**src/rtl/img2col_window_gen.sv**
```systemverilog
// img2col window generator: shifts K-pixel columns through a history register and
// emits the flattened K x K window every stride position, with optional neighbour preload.
module img2col_window_gen #(
    parameter int DATA_W   = 16,
    parameter int K        = 5,
    parameter int MAX_W    = 256,
    parameter int MAX_ROWS = 256
) (
    input  logic                              clk,
    input  logic                              nrst,
    input  logic                              start,
    input  logic [$clog2(MAX_W+1)-1:0]        cfg_width,
    input  logic [$clog2(MAX_ROWS+1)-1:0]     cfg_rows,
    input  logic [$clog2(K+1)-1:0]            cfg_stride,
    input  logic                              cfg_nb_en,
    input  logic [K*DATA_W-1:0]               in_col,
    input  logic                              in_valid,
    output logic                              in_ready,
    input  logic [(K-1)*K*DATA_W-1:0]         nb_in,
    input  logic                              nb_in_valid,
    output logic                              nb_in_ready,
    output logic [K*K*DATA_W-1:0]             out_win,
    output logic                              out_valid,
    input  logic                              out_ready,
    output logic                              out_last,
    output logic                              busy,
    output logic                              done
);

    localparam int WW    = $clog2(MAX_W+1);
    localparam int RW    = $clog2(MAX_ROWS+1);
    localparam int SW    = $clog2(K+1);
    localparam int FW    = $clog2(K+1);
    localparam int COL_W = K*DATA_W;

    localparam logic [FW-1:0] FILL_FULL = FW'(K);
    localparam logic [FW-1:0] FILL_PRE  = FW'(K-1);

    typedef enum logic [1:0] {IDLE, PRELOAD, STREAM, DRAIN} state_t;

    state_t state, state_next;

    logic [WW-1:0] width_q, col_cnt;
    logic [RW-1:0] rows_q, row_cnt;
    logic [SW-1:0] stride_q, skip;
    logic [FW-1:0] fill;
    logic          nb_en_q;

    // Only the K-1 older columns are stored; the incoming column completes the window.
    logic [COL_W-1:0]        hist [K-1];
    logic [K*K*DATA_W-1:0]   win_next;

    logic col_acc, nb_acc, out_acc, last_col, row_final, produce;

    assign col_acc   = in_valid && in_ready;
    assign nb_acc    = nb_in_valid && nb_in_ready;
    assign out_acc   = out_valid && out_ready;
    assign last_col  = (col_cnt == width_q - WW'(1));
    assign row_final = ((row_cnt + RW'(1)) == rows_q);
    // First window when the register first fills, later ones every stride columns.
    assign produce   = col_acc && ((fill == FILL_PRE) ||
                                   ((fill == FILL_FULL) && (skip == stride_q - SW'(1))));

    always_comb begin
        // NOTE: default every always_comb output first so no path infers a latch.
        win_next = '0;
        for (int r = 0; r < K; r++) begin
            for (int c = 0; c < K-1; c++)
                win_next[(r*K+c)*DATA_W +: DATA_W] = hist[c][r*DATA_W +: DATA_W];
            win_next[(r*K+K-1)*DATA_W +: DATA_W] = in_col[r*DATA_W +: DATA_W];
        end
    end

    always_ff @(posedge clk or negedge nrst) begin
        if (!nrst) state <= IDLE;
        else       state <= state_next;
    end

    always_comb begin
        state_next = state;
        case (state)
            IDLE:    if (start) state_next = cfg_nb_en ? PRELOAD : STREAM;
            PRELOAD: if (nb_acc) state_next = STREAM;
            STREAM:  if (col_acc && last_col)
                         state_next = row_final ? DRAIN : (nb_en_q ? PRELOAD : STREAM);
            DRAIN:   if (!out_valid) state_next = IDLE;
            default: state_next = IDLE;
        endcase
    end

    always_comb begin
        in_ready    = (state == STREAM) && (!out_valid || out_ready);
        nb_in_ready = (state == PRELOAD);
        busy        = (state != IDLE);
    end

    // NOTE: sequential state uses non-blocking assignments so every register samples pre-edge values.
    always_ff @(posedge clk or negedge nrst) begin
        if (!nrst) begin
            width_q   <= '0;
            rows_q    <= '0;
            stride_q  <= '0;
            nb_en_q   <= 1'b0;
            col_cnt   <= '0;
            row_cnt   <= '0;
            skip      <= '0;
            fill      <= '0;
            out_win   <= '0;
            out_valid <= 1'b0;
            out_last  <= 1'b0;
            done      <= 1'b0;
            // NOTE: the column history is reset as well so an aborted frame leaves no stale pixels.
            for (int i = 0; i < K-1; i++) hist[i] <= '0;
        end else begin
            done <= (state == DRAIN) && !out_valid;

            if (state == IDLE && start) begin
                width_q  <= (cfg_width == '0) ? WW'(1) : cfg_width;
                rows_q   <= (cfg_rows == '0) ? RW'(1) : cfg_rows;
                stride_q <= (cfg_stride == '0) ? SW'(1) :
                            (cfg_stride > SW'(K)) ? SW'(K) : cfg_stride;
                nb_en_q  <= cfg_nb_en;
                col_cnt  <= '0;
                row_cnt  <= '0;
                skip     <= '0;
                fill     <= '0;
            end

            if (nb_acc) begin
                for (int c = 0; c < K-1; c++) hist[c] <= nb_in[c*COL_W +: COL_W];
                fill <= FILL_PRE;
                skip <= '0;
            end

            if (col_acc) begin
                for (int i = 0; i < K-2; i++) hist[i] <= hist[i+1];
                hist[K-2] <= in_col;
                if (last_col) begin
                    fill    <= '0;
                    col_cnt <= '0;
                    skip    <= '0;
                    row_cnt <= row_cnt + RW'(1);
                end else begin
                    col_cnt <= col_cnt + WW'(1);
                    fill    <= (fill == FILL_FULL) ? FILL_FULL : fill + FW'(1);
                    if (produce)
                        skip <= '0;
                    else if (fill >= FILL_PRE)
                        skip <= skip + SW'(1);
                end
            end

            if (produce) begin
                out_win   <= win_next;
                out_valid <= 1'b1;
                out_last  <= last_col;
            end else if (out_acc) begin
                out_valid <= 1'b0;
                out_last  <= 1'b0;
            end
        end
    end

endmodule

```
**config.mk**
```make
export PLATFORM = sky130hd
export DESIGN_NAME = img2col_window_gen
export DESIGN_NICKNAME = d
export VERILOG_FILES = /design/src/rtl/img2col_window_gen.sv
export SDC_FILE = /design/constraint.sdc
export NUM_CORES = 1
export LEC_CHECK = 0
export ABC_AREA = 1
export BUFFER_PORTS_ARGS = -buffer_cell sky130_fd_sc_hd__buf_2
export CORE_ASPECT_RATIO = 0.8
export CORE_MARGIN = 4
export CORE_UTILIZATION = 30
export DETAILED_ROUTE_END_ITERATION = 12
export HOLD_SLACK_MARGIN = 0.05
export PLACE_DENSITY = 0.59
export SYNTH_ARGS = -nofsm -noshare
export SYNTH_HDL_FRONTEND = slang
export SYNTH_SLANG_ARGS = --single-unit
```
**constraint.sdc**
```tcl
create_clock -name clk -period 2.59 [get_ports clk]
set_input_delay 0.3885 -clock clk [delete_from_list [all_inputs] [get_ports clk]]
set_output_delay 0.3885 -clock clk [all_outputs]
set_load 0.1 [all_outputs]
```
==> summary.md <==
| Metric | Value |
|---|---|
| DP Wirelength | `86200 µm` |
| Grt total ovfl | `0` |
| Post-synthesis cell area | `31300 µm²` |
| Max Slew Vio Count | `0` |
| I/O Pins | `834` |
| Worst vdd rail ir drop | `1.14 mV` |
| Arrival @ worst endpoint | `3.04 ns` |
| Max_cap viols | `0` |
| Slew margin rel. | `48.7%` |
| Die outline width | `369 µm` |
| Adder-cell share of the synthesized area | `0.200%` |
| Post-route minimum period | `2.48 ns` |
| Root Driver | `clkbuf_16` |
| Die H | `297 µm` |
| Sum Neg Setup Slack | `0 ns` |
| Largest net degree at the start of global routing | `151` |
| Yosys reg bits | `771` |
| First-pass GRT wire length | `186000 µm` |
| H-tree lvl count | `3` |
| Clock slew at reported path FFs | `0.06 ns` |
| CP max stage delay | `0.57 ns` |
| Initial Utilization | `30.4%` |
| CTS tree | `yes` |
| Top cells by count, synth | `1655 x nand2_1, 771 x dfrtp_1, 178 x nand3_1, 168 x inv_1, 163 x o21ai_0` |
| EDFF count, synth | `0` |
| Most used DFF post-synth | `dfrtp_1` |
| Run status | `finished clean` |
| Syn Inst Count | `3513` |
| Vias in the first global route | `30415` |
| Via count | `29446` |
| FMAX | `0.404 GHz` |
| Netlist cell types | `36` |
| Die area | `110000 µm²` |
| Detail Route Antenna Nets | `0` |
| LEAKAGE | `0.0235 µW` |
| Final #Nets | `5184` |
| Largest family of logic cells by synthesized area | `simple AND/OR/NAND/NOR gates` |
| Core area | `103000 µm²` |
| Tot GR Track Use | `21.8%` |
| Routability cong. | `0.881` |
| Cell accounting for the most synthesized area | `dfrtp_1` |
| Initial DRC count | `2231` |
| CP max FO | `85` |
| CP Capture Type | `register` |
| DRC viols | `0` |
| Hold Violations, Final | `0` |
| Register area share after synthesis | `61.6%` |
| Unrepaired setup endpoints after global routing | `no` |
| Drt wl/cell | `19.8 µm` |
| CTS Buf Count | `82` |
| Mux cell area share after synthesis | `0%` |
| Synth Area in Simple Gates | `23.4%` |
| CTS sink count | `771` |
| Drt total wl | `123000 µm` |
| Share of cells above drive strength 1 | `22.2%` |
| TritonRoute pass-1 iters | `5` |
| Clock Skews | `0.0322 ns` |
| Critical Path Slowest Stage Cell | `dlygate4sd3_1` |
| Site Rows | `105` |
| Post-synthesis area per instance | `8.91 µm²` |
| Worst-margin pin slew | `0.769 ns` |
| Cell Chain, Critical Path | `nor2_2, nand2_1, inv_2, nand2_4, inv_8, buf_16, buf_4, a22oi_1, dlygate4sd3_1, o21ai_0` |
| CP Class | `register to register` |
| # port buffers | `833` |
| CP Data Required Time | `3.15 ns` |
| Max Buffers Root-to-Sink | `3` |
| XOR/XNOR Fraction of Synth Area | `0.559%` |
| Worst-skew pair later-pin latency | `0.67 ns` |
| Number of setup violations in the final report | `0` |
| Initial antenna violation count | `9` |
| Yosys Warn Count | `0` |
| Drt via density | `4.74` |
| Synth area leaders | `dfrtp_1 62%, nand2_1 20%, a22oi_1 3.4%, nand3_1 2.8%, o21ai_0 2.6%` |
| Hold_ws | `0.0794 ns` |
| Area grow syn2layout | `42.6%` |
| Post-CTS setup buffer count | `0` |
| PwrDens | `1430 nW/µm²` |
| Fin crit share | `95.6%` |
| Compound-Gate Fraction of Synth Area | `8.97%` |
| Most frequent cell after synthesis | `nand2_1` |
| Yosys top cell area share | `61.6%` |
| Async set or reset register ratio after synthesis | `100%` |
| Syn nets | `3946` |
| Worst setup SP type | `register` |
| HP Class | `input pin to register` |
[sequential cells by signal, summed over array words and instances, names as in the netlist, 3 cells and up]
signal,cells
col_cnt,9
fill,3
hist,320
out_win,400
row_cnt,9
rows_q,9
skip,3
stride_q,3
width_q,9
[final timing paths]
| kind | startpoint | endpoint | slack, ns | cells after the start |
|---|---|---|---|---|
| min reg2reg | hist[284]$_DFFE_PN0P_ | out_win[172]$_DFFE_PN0P_ | 0.45 | 2 |
| max | state[0]$_DFFE_PN0P_ | hist[31]$_DFFE_PN0P_ | 0.11 | 10 |
| min in group asynchronous | nrst | out_win[201]$_DFFE_PN0P_ | 0.32 | 2 |
| max in group asynchronous | nrst | hist[102]$_DFFE_PN0P_ | 1.25 | 3 |
| max reg2reg | state[0]$_DFFE_PN0P_ | hist[31]$_DFFE_PN0P_ | 0.11 | 10 |
| min | cfg_width[0] | width_q[0]$_DFFE_PN0P_ | 0.08 | 3 |
[critical path, delay by kind of cell, from the launching register on]
family                 cells  cell delay, ns
AOI/OAI and AO/OA          2            0.15
and+or+nand+nor            3            0.36
buffers and inverters      5            1.35
DFF                        1            0.43
[final cells by class]
cell class                      count  area [µm²]
Antenna cell                        5        12.5
Clock buffer                      118        2360
Clock inverter                     29         434
Fill cell                       10055       58300
Inverter                          175         714
Multi-Input combinational cell   2369       10400
Sequential cell                   771       19300
Tap cell                         1391        1740
Timing Repair Buffer             1352        9720
[per-layer routing]
metal	track usage [%]	vias to the layer above	routed length (µm)
met2	36.0	1192	58300
met5	0	-	64
met3	5.30	286	8940
met4	9.42	10	6040
li1	-	13719	-
met1	27.2	14239	50000
[kinds of logic after synthesis]
logic type      after synthesis
fa+ha+maj                     5
simple gates               1881
flops                       771
xor+xnor                     20
buf+inv                     373
compound gates              463
[what timing repair did]
action                     4_1_cts  5_1_grt
hold endpoints to repair       437        1
hold buffers                   425        1
setup endpoints to repair        0       12
gates resized for setup          0        9
[cells in the final DEF (no fill, tap or decap), types with 3 or more instances in the layout]
cell type / instances
nor2_2: 3
clkinv_8: 3
o211ai_1: 41
buf_4: 49
clkbuf_8: 13
a22oi_1: 141
nand2_1: 1654
ha_1: 5
dlygate4sd3_1: 426
nor2_1: 28
o21ai_0: 163
buf_2: 832
nand3_1: 178
o21ai_1: 93
clkbuf_16: 86
clkinv_2: 11
a21oi_1: 5
clkbuf_1: 21
buf_16: 3
o22ai_1: 14
diode_2: 5
dfrtp_1: 769
buf_12: 38
bufinv_16: 10
clkinvlp_4: 3
xor2_1: 15
xnor2_1: 5
inv_1: 168
nor3_1: 8
[per-stage QoR]
| stage | setup slack [ns] | total power [µW] | utilization (%) | cells | instance area (µm²) |
|---|---|---|---|---|---|
| after floorplan | 0.0605 | 43100 | - | 3513 | 31300 |
| final | 0.114 | 63800 | 43.4 | 6210 | 44700 |
| after CTS | 0.0259 | 64000 | 43.2 | 6202 | 44500 |
| after global routing | 0.00746 | 66800 | 43.4 | 6206 | 44700 |
| after detailed placement | 0.344 | 50800 | 36.4 | 5630 | 37500 |
| after global placement | 0.391 | 50500 | 36.4 | 5630 | 37500 |
[report_power, final]
group          switching [µW]  internal (µW)  leakage [µW]
clock                    5060           7260       0.00136
sequential               3510          16900        0.0101
combinational           25200           5790        0.0120
Note: power is estimated with default switching activity, not from simulation.
